===== src/rtl/rf_pkg.sv =====
// Shared sizes and types for the register file writeback path.
package rf_pkg;
    localparam int XLEN  = 64;
    localparam int NREGS = 32;
    localparam int AW    = $clog2(NREGS);

    typedef logic [AW-1:0]   reg_addr_t;
    typedef logic [XLEN-1:0] reg_data_t;
endpackage


===== src/rtl/rr_arb2.sv =====
// Two-way round-robin arbiter; the pointer remembers who won the last accepted grant.
module rr_arb2 (
    input  logic       clk,
    input  logic       rst_n,
    input  logic [1:0] req,
    input  logic       accept,
    output logic [1:0] gnt
);
    // last_gnt1=1 means requester 1 won last, so requester 0 is favoured
    logic last_gnt1;

    always_comb begin
        gnt = req;
        if (req == 2'b11) begin
            gnt = last_gnt1 ? 2'b01 : 2'b10;
        end
    end

    always_ff @(posedge clk or negedge rst_n) begin
        if (!rst_n) begin
            last_gnt1 <= 1'b1;
        end else if (accept) begin
            last_gnt1 <= gnt[1];
        end
    end
endmodule


===== src/rtl/regfile_wb_ctrl.sv =====
// Shares one register file write port between ALU and load writebacks and
// tracks pending writers per register.
module regfile_wb_ctrl
    import rf_pkg::*;
#(
    parameter int XLEN  = rf_pkg::XLEN,
    parameter int NREGS = rf_pkg::NREGS,
    localparam int AW   = $clog2(NREGS)
) (
    input  logic             clk,
    input  logic             rst_n,
    input  logic             req0_valid,
    input  logic [AW-1:0]    req0_addr,
    input  logic [XLEN-1:0]  req0_data,
    output logic             req0_ready,
    input  logic             req1_valid,
    input  logic [AW-1:0]    req1_addr,
    input  logic [XLEN-1:0]  req1_data,
    output logic             req1_ready,
    input  logic             issue_valid,
    input  logic [AW-1:0]    issue_addr,
    output logic             we,
    output logic [AW-1:0]    wa,
    output logic [XLEN-1:0]  wd,
    output logic [NREGS-1:0] busy
);
    // Handshake: reqN transfers on a rising edge where reqN_valid && reqN_ready;
    // ready depends only on the valids and the arbiter pointer, and is 0 in reset.
    logic [1:0]       gnt;
    logic             xfer;
    logic [AW-1:0]    sel_addr;
    logic [XLEN-1:0]  sel_data;
    logic [NREGS-1:0] set_mask;
    logic [NREGS-1:0] clr_mask;

    rr_arb2 u_arb (
        .clk    (clk),
        .rst_n  (rst_n),
        .req    ({req1_valid, req0_valid} & {2{rst_n}}),
        .accept (xfer),
        .gnt    (gnt)
    );

    assign req0_ready = gnt[0];
    assign req1_ready = gnt[1];
    assign xfer       = |gnt;
    assign sel_addr   = gnt[1] ? req1_addr : req0_addr;
    assign sel_data   = gnt[1] ? req1_data : req0_data;

    // Set is applied after clear so a same-cycle issue to k keeps busy[k] high.
    always_comb begin
        set_mask = '0;
        clr_mask = '0;
        if (issue_valid && issue_addr != '0) begin
            set_mask = NREGS'(1) << issue_addr;
        end
        if (xfer) begin
            clr_mask = NREGS'(1) << sel_addr;
        end
    end

    always_ff @(posedge clk or negedge rst_n) begin
        if (!rst_n) begin
            we   <= 1'b0;
            wa   <= '0;
            wd   <= '0;
            busy <= '0;
        end else begin
            we   <= xfer && (sel_addr != '0);
            busy <= (busy & ~clr_mask) | set_mask;
            if (xfer && sel_addr != '0) begin
                wa <= sel_addr;
                wd <= sel_data;
            end
        end
    end
endmodule


===== config.mk =====
export PLATFORM = sky130hd
export DESIGN_NAME = regfile_wb_ctrl
export DESIGN_NICKNAME = d
export VERILOG_FILES = /design/src/rtl/rf_pkg.sv /design/src/rtl/rr_arb2.sv /design/src/rtl/regfile_wb_ctrl.sv
export SDC_FILE = /design/constraint.sdc
export NUM_CORES = 1
export LEC_CHECK = 0
export CORE_MARGIN = 3
export CORE_UTILIZATION = 45
export DETAILED_ROUTE_END_ITERATION = 12
export GPL_ROUTABILITY_DRIVEN = 0
export PLACE_DENSITY_LB_ADDON = 0.08
export SLEW_MARGIN = 20
export SYNTH_ARGS = -nofsm -noshare
export SYNTH_HDL_FRONTEND = slang
export SYNTH_SLANG_ARGS = --single-unit

===== constraint.sdc =====
create_clock -name clk -period 4.3 [get_ports clk]
set_clock_uncertainty 0.1 [all_clocks]
set_input_delay 0.645 -clock clk [delete_from_list [all_inputs] [get_ports clk]]
set_output_delay 0.645 -clock clk [all_outputs]
set_load 0.01 [all_outputs]

After elaboration in Yosys (flattened, before gate mapping)
Index checks and enable logic that the tools add are counted.

word-level totals
  register bits after elaboration = 103

cells by class
  equality and inequality tests = 1
  shift operators = 2
  mux-type cells = 6
  bitwise operators = 4
  reductions and logical operators = 5

operators by type and width
  kind                    count
  $mux W32                2
  $mux W64                1
  $shl A1 B5 Y32 const A  2
  $and A32 B32 Y32        1
  $not A32 Y32            1
  $or A32 B32 Y32         1
  $reduce_bool A5 Y1      2
  $mux W5                 1
  $mux W2                 2
  $and A2 B2 Y2           1
  $eq A2 B2 Y1 const B    1
  $logic_and A1 B1 Y1     2
  $reduce_or A2 Y1        1

Depth between registers and ports, before layout
  depth in word-level cells = 9
  depth in mapped cells = 7
  gate-level depth less buffers = 5

Modules after synthesis
Synthesis repeated with hierarchy kept, for this count alone.

second synthesis, totals
  cells, all modules = 487
  area, all modules = 5049.8 um^2

modules (own cells, without submodules)
  module           instances  cells an instance  area each (um^2)
  regfile_wb_ctrl  1          482                4986.0
  rr_arb2          1          5                  63.8

Worst setup path after synthesis
No wires, ideal clock.

  kind = in2out
  start point = input port req1_valid
  end point = output port req0_ready
  arrival = 1808 ps
  required time = 3555 ps
  slack = 1747 ps
  stages = 6
  path through = a21boi_1 nand2_1 inv_1 clkbuf_1 clkbuf_1 nor2_1

on the way
  cells in the longest elaborated chain, start to end = 3

RTL lines
  what             RTL line               text
  start, declared  regfile_wb_ctrl.sv:16  input logic req1_valid,
  $and A2 B2 Y2    regfile_wb_ctrl.sv:39  .req ({req1_valid, req0_valid} & {2{rst_n}}),
  $eq A2 B2 Y1     rr_arb2.sv:14          if (req == 2'b11) begin
  $mux W2          rr_arb2.sv:14
  end, declared    regfile_wb_ctrl.sv:15  output logic req0_ready,

No other way between the ends.

Final worst setup path
  start point = input port req0_valid
  end point = output port req0_ready

on the way
  cells in the longest elaborated chain, start to end = 3

RTL lines
  what               RTL line               text
  start, declared    regfile_wb_ctrl.sv:12  input logic req0_valid,
  $and A2 B2 Y2 (*)  regfile_wb_ctrl.sv:39
  $eq A2 B2 Y1       rr_arb2.sv:14
  $mux W2 (*)        rr_arb2.sv:14

Every way passes the cells marked *; elsewhere a longest branch is shown, timed or not.

==> impl_results.html <==
<table>
<tr><th>Metric</th><th>Value</th></tr>
<tr><th colspan="2">Run status</th></tr>
<tr><td>Result of the run</td><td>finished, final reports clean</td></tr>
<tr><th colspan="2">Die</th></tr>
<tr><td>Core Box Area</td><td>0.0117 sq mm</td></tr>
<tr><td>Site Rows</td><td>39</td></tr>
<tr><td>Die boundary width</td><td>116 um</td></tr>
<tr><td>Area enclosed by the die boundary</td><td>0.0136 sq mm</td></tr>
<tr><td>Effective utilization at floorplan</td><td>between 40% and 50%</td></tr>
<tr><td>Die Span Y</td><td>116 um</td></tr>
<tr><td>Num ports</td><td>252</td></tr>
<tr><th colspan="2">Timing</th></tr>
<tr><td>Tcrit/Tclk final</td><td>74.4%</td></tr>
<tr><td>Headroom to the max-slew limit</td><td>28.9%</td></tr>
<tr><td>Final critical-path setup slack</td><td>between 1000 and 1500 ps</td></tr>
<tr><td>Unrepaired setup endpoints after global routing</td><td>no</td></tr>
<tr><td>Number of slew-limit violations in the final report</td><td>0</td></tr>
<tr><td>Slew at the pin closest to its max-slew limit</td><td>1070 ps</td></tr>
<tr><td>Number of hold violations in the final report</td><td>0</td></tr>
<tr><td>Final min period</td><td>3200 ps</td></tr>
<tr><td>Max Freq</td><td>0.313 GHz</td></tr>
<tr><td>Setup total negative slack</td><td>0 ps</td></tr>
<tr><td>Final setup violation count</td><td>0</td></tr>
<tr><th colspan="2">Synth</th></tr>
<tr><td>Number of warnings issued by yosys</td><td>0</td></tr>
<tr><td>Most used DFF post-synth</td><td>sky130_fd_sc_hd__dfrtp_1</td></tr>
<tr><td>Portion of the post-synthesis area used by sequential elements</td><td>47.0%</td></tr>
<tr><td>Proportion of register bits with asynchronous set or reset after synthesis</td><td>100%</td></tr>
<tr><td>Most used standard cell by instance count after synthesis</td><td>sky130_fd_sc_hd__mux2_2</td></tr>
<tr><td>Cell types with the largest area share after synthesis</td><td>sky130_fd_sc_hd__dfrtp_1, sky130_fd_sc_hd__mux2_2, sky130_fd_sc_hd__mux2_4, sky130_fd_sc_hd__a221o_1, sky130_fd_sc_hd__nand4_1</td></tr>
<tr><td>Post-Syn Nets</td><td>586</td></tr>
<tr><td>Cell variety after synth</td><td>38</td></tr>
<tr><td>Area share of the leading cell type in the synthesized netlist</td><td>46.5%</td></tr>
<tr><td>Number of synthesized register bits</td><td>between 100 and 150</td></tr>
<tr><td>Cell types with the highest counts after synthesis</td><td>sky130_fd_sc_hd__mux2_2, sky130_fd_sc_hd__dfrtp_1, sky130_fd_sc_hd__clkbuf_1</td></tr>
<tr><td>Number of standard cells after synthesis</td><td>438</td></tr>
<tr><td>Post-synthesis area per instance</td><td>12.5 sq um</td></tr>
<tr><td>Number of synthesized flops with an enable pin</td><td>0</td></tr>
<tr><td>Cell area after synthesis</td><td>0.00549 sq mm</td></tr>
<tr><td>Cell type with the largest total area after synthesis</td><td>sky130_fd_sc_hd__dfrtp_1</td></tr>
<tr><th colspan="2">Detailed routing</th></tr>
<tr><td>DRC violations left</td><td>0</td></tr>
<tr><td>Final Routed Wirelength</td><td>17.2 mm</td></tr>
<tr><td>Post-detailed-route via-to-cell ratio</td><td>about 5.8</td></tr>
<tr><td>Remaining antenna violation count after routing</td><td>0</td></tr>
<tr><td>Starting DRC count in detailed routing</td><td>320</td></tr>
<tr><td>Detailed Routing Iterations Pass 1</td><td>4</td></tr>
<tr><td>Routed length on met3</td><td>1.74 mm</td></tr>
<tr><td>Routed met1 length</td><td>6.44 mm</td></tr>
<tr><td>Wire length on met2</td><td>8.82 mm</td></tr>
<tr><td>Number of vias in the routed layout</td><td>roughly 4800</td></tr>
<tr><td>Top Layer Used</td><td>met4</td></tr>
<tr><td>Avg WL per Cell</td><td>~21 um</td></tr>
<tr><th colspan="2">Placed design</th></tr>
<tr><td>Count of input and output buffers</td><td>251</td></tr>
<tr><td>Pre-CTS setup slack</td><td>1100 ps</td></tr>
<tr><td>HPWL Detailed</td><td>13.0 mm</td></tr>
<tr><th colspan="2">Final layout</th></tr>
<tr><td>Filler instances</td><td>878</td></tr>
<tr><td>Multi-input gate area in the final layout</td><td>0.00275 sq mm</td></tr>
<tr><td>Share of post-route cells with drive strength above 1</td><td>a little under a quarter</td></tr>
<tr><td>Nets@finish</td><td>823</td></tr>
<tr><td>Area grow syn2layout</td><td>53.0%</td></tr>
<tr><td>FF+latch area</td><td>0.00258 sq mm</td></tr>
<tr><td># diodes</td><td>0</td></tr>
<tr><th colspan="2">Global route</th></tr>
<tr><td>Wire length of the first global-routing pass</td><td>26.0 mm</td></tr>
<tr><td>Total global routing overflow</td><td>0</td></tr>
<tr><td>Global-route total usage across every layer</td><td>24.7%</td></tr>
<tr><td>Vias in the first global route</td><td>4896</td></tr>
<tr><td>Number of antenna violations at the first check in global routing</td><td>0</td></tr>
<tr><td>Maximum number of pins on one net before global-route repair</td><td>69</td></tr>
<tr><th colspan="2">Critical path</th></tr>
<tr><td>Critical path start-end classification</td><td>in -&gt; out</td></tr>
<tr><td>Crit path from</td><td>req0_valid</td></tr>
<tr><td>Type of destination of the critical path</td><td>output pin</td></tr>
<tr><td>Required time reported for the critical path endpoint</td><td>about 3600 ps</td></tr>
<tr><td>Critical path data arrival time</td><td>around 2500 ps</td></tr>
<tr><td>Peak fanout along the critical path</td><td>24</td></tr>
<tr><td>Startpoint of the most critical register-to-register path</td><td>u_arb.last_gnt1$_DFFE_PN1P_</td></tr>
<tr><td>Startpoint type of the worst setup path</td><td>input port</td></tr>
<tr><th colspan="2">Worst hold path</th></tr>
<tr><td>Min-Delay Path Class</td><td>in -&gt; async</td></tr>
<tr><th colspan="2">Power</th></tr>
<tr><td>Cell area power density</td><td>330 mW/mm^2</td></tr>
<tr><td>Worst-case vdd ir drop</td><td>between 0.0002 and 0.00025 V</td></tr>
<tr><td>Leak pwr</td><td>3.21 nW</td></tr>
<tr><th colspan="2">CTS</th></tr>
<tr><td>Buffer count from post-CTS setup fixing</td><td>0</td></tr>
<tr><td>Sink Count</td><td>103</td></tr>
<tr><td>Root buffer cell</td><td>sky130_fd_sc_hd__clkbuf_16</td></tr>
<tr><td>Insertion delay to the later sink of the worst-skew pair</td><td>340 ps</td></tr>
<tr><td>Number of buffers inserted by hold repair at cts</td><td>0</td></tr>
<tr><td>Clock tree from TritonCTS</td><td>built</td></tr>
<tr><td># resized after CTS</td><td>0</td></tr>
<tr><td>Clock buffer count from CTS</td><td>9</td></tr>
<tr><td>Number of buffers on the longest clock path</td><td>2</td></tr>
<tr><td>Count of H-tree levels built during CTS</td><td>3</td></tr>
<tr><td>Clock slew at reported path FFs</td><td>80 ps</td></tr>
<tr><th colspan="2">Flow run</th></tr>
<tr><td>Max-cap check violation count</td><td>0</td></tr>
</table>
## worst paths after layout
check | endpoint | slack, ps | cells after the start
worst max-delay path | req0_ready | 1100 | 7
worst min-delay path | wd[26]$_DFFE_PN0P_ | 90 | 1
worst max register to register | wd[44]$_DFFE_PN0P_ | 1940 | 6
worst min register to register | u_arb.last_gnt1$_DFFE_PN1P_ | 380 | 2
max in group asynchronous | wd[4]$_DFFE_PN0P_ | 2410 | 3
min in group clk | u_arb.last_gnt1$_DFFE_PN1P_ | 380 | 2
## routing by layer
metal / vias to the layer above / global-route usage (%)
li1: 2168 / -
met1: 2354 / 29.9
met2: 257 / 43.2
met3: 11 / 8.03
met4: 0 / 5.41
met5: - / 0
## registers in the layout, indices dropped and copies added (netlist names)
signal / count
busy: 32
u_arb.last_gnt1: 1
we: 1
wa: 5
wd: 64
## area by class of cell
type / instances / share of cell area (%)
clock buffer: 9 / 2.68
clock inverter: 7 / 0.760
inverter: 7 / 0.313
multi-input combinational: 297 / 32.8
sequential: 103 / 30.7
tap: 143 / 2.13
timing repair buffer: 257 / 30.6
## power by group
part           internal (W)  switching, W  total, W
clock network      0.000406      0.000395  0.000800
logic              0.000497      0.000319  0.000816
registers           0.00109     0.0000658   0.00115
## layout by cell type (no fill, tap or decap), types with 2 or more instances in the layout
cell,n
sky130_fd_sc_hd__clkdlybuf4s50_1,250
sky130_fd_sc_hd__mux2_2,113
sky130_fd_sc_hd__dfrtp_1,102
sky130_fd_sc_hd__o21ai_0,18
sky130_fd_sc_hd__mux2_4,17
sky130_fd_sc_hd__nand4_1,16
sky130_fd_sc_hd__a221o_1,15
sky130_fd_sc_hd__o211ai_1,13
sky130_fd_sc_hd__nand2_1,11
sky130_fd_sc_hd__nand2b_1,9
sky130_fd_sc_hd__o311a_1,9
sky130_fd_sc_hd__and3b_1,9
sky130_fd_sc_hd__o311ai_0,9
sky130_fd_sc_hd__clkbuf_16,9
sky130_fd_sc_hd__inv_1,7
sky130_fd_sc_hd__nor2_1,7
sky130_fd_sc_hd__nor2b_1,7
sky130_fd_sc_hd__a2111oi_0,6
sky130_fd_sc_hd__buf_4,6
sky130_fd_sc_hd__nor3_1,5
sky130_fd_sc_hd__nand3b_1,5
sky130_fd_sc_hd__and2_1,4
sky130_fd_sc_hd__a32oi_1,4
sky130_fd_sc_hd__a211o_1,3
sky130_fd_sc_hd__nor3b_1,2
sky130_fd_sc_hd__nand3_1,2
sky130_fd_sc_hd__o32ai_1,2
sky130_fd_sc_hd__a21o_1,2
sky130_fd_sc_hd__inv_6,2
sky130_fd_sc_hd__clkinv_2,2
## worst max-delay path, cell delays in order
cell and delay, ps:
sky130_fd_sc_hd__clkdlybuf4s50_1 530, sky130_fd_sc_hd__a21boi_2 230, sky130_fd_sc_hd__nand2_2 80, sky130_fd_sc_hd__inv_1 70, sky130_fd_sc_hd__buf_4 280, sky130_fd_sc_hd__nor2_1 90
sky130_fd_sc_hd__clkdlybuf4s50_1 520
## metrics by stage
stage                     total power [W]  instances  cell area, sq um  utilization [%]  hold WS [ps]
after CTS                         0.00279        823              8390             72.0          79.6
after floorplan                   0.00150        438              5490                -           249
final                             0.00277        823              8390             72.0          87.2
after global placement            0.00197        807              8100             69.5           371
after detailed placement          0.00199        807              8100             69.5           368
after global routing              0.00289        823              8390             72.0          84.0
## cells by family (layout without fill, tap and decap cells)
group | Yosys count | count (layout) | share of synthesized area (%)
compound gates | 87 | 87 | 13.2
mux | 130 | 130 | 27.9
flops | 103 | 103 | 47.0
simple gates | 80 | 80 | 8.78
buf+inv | 38 | 280 | 3.15
(Power assumes the default switching activity.)
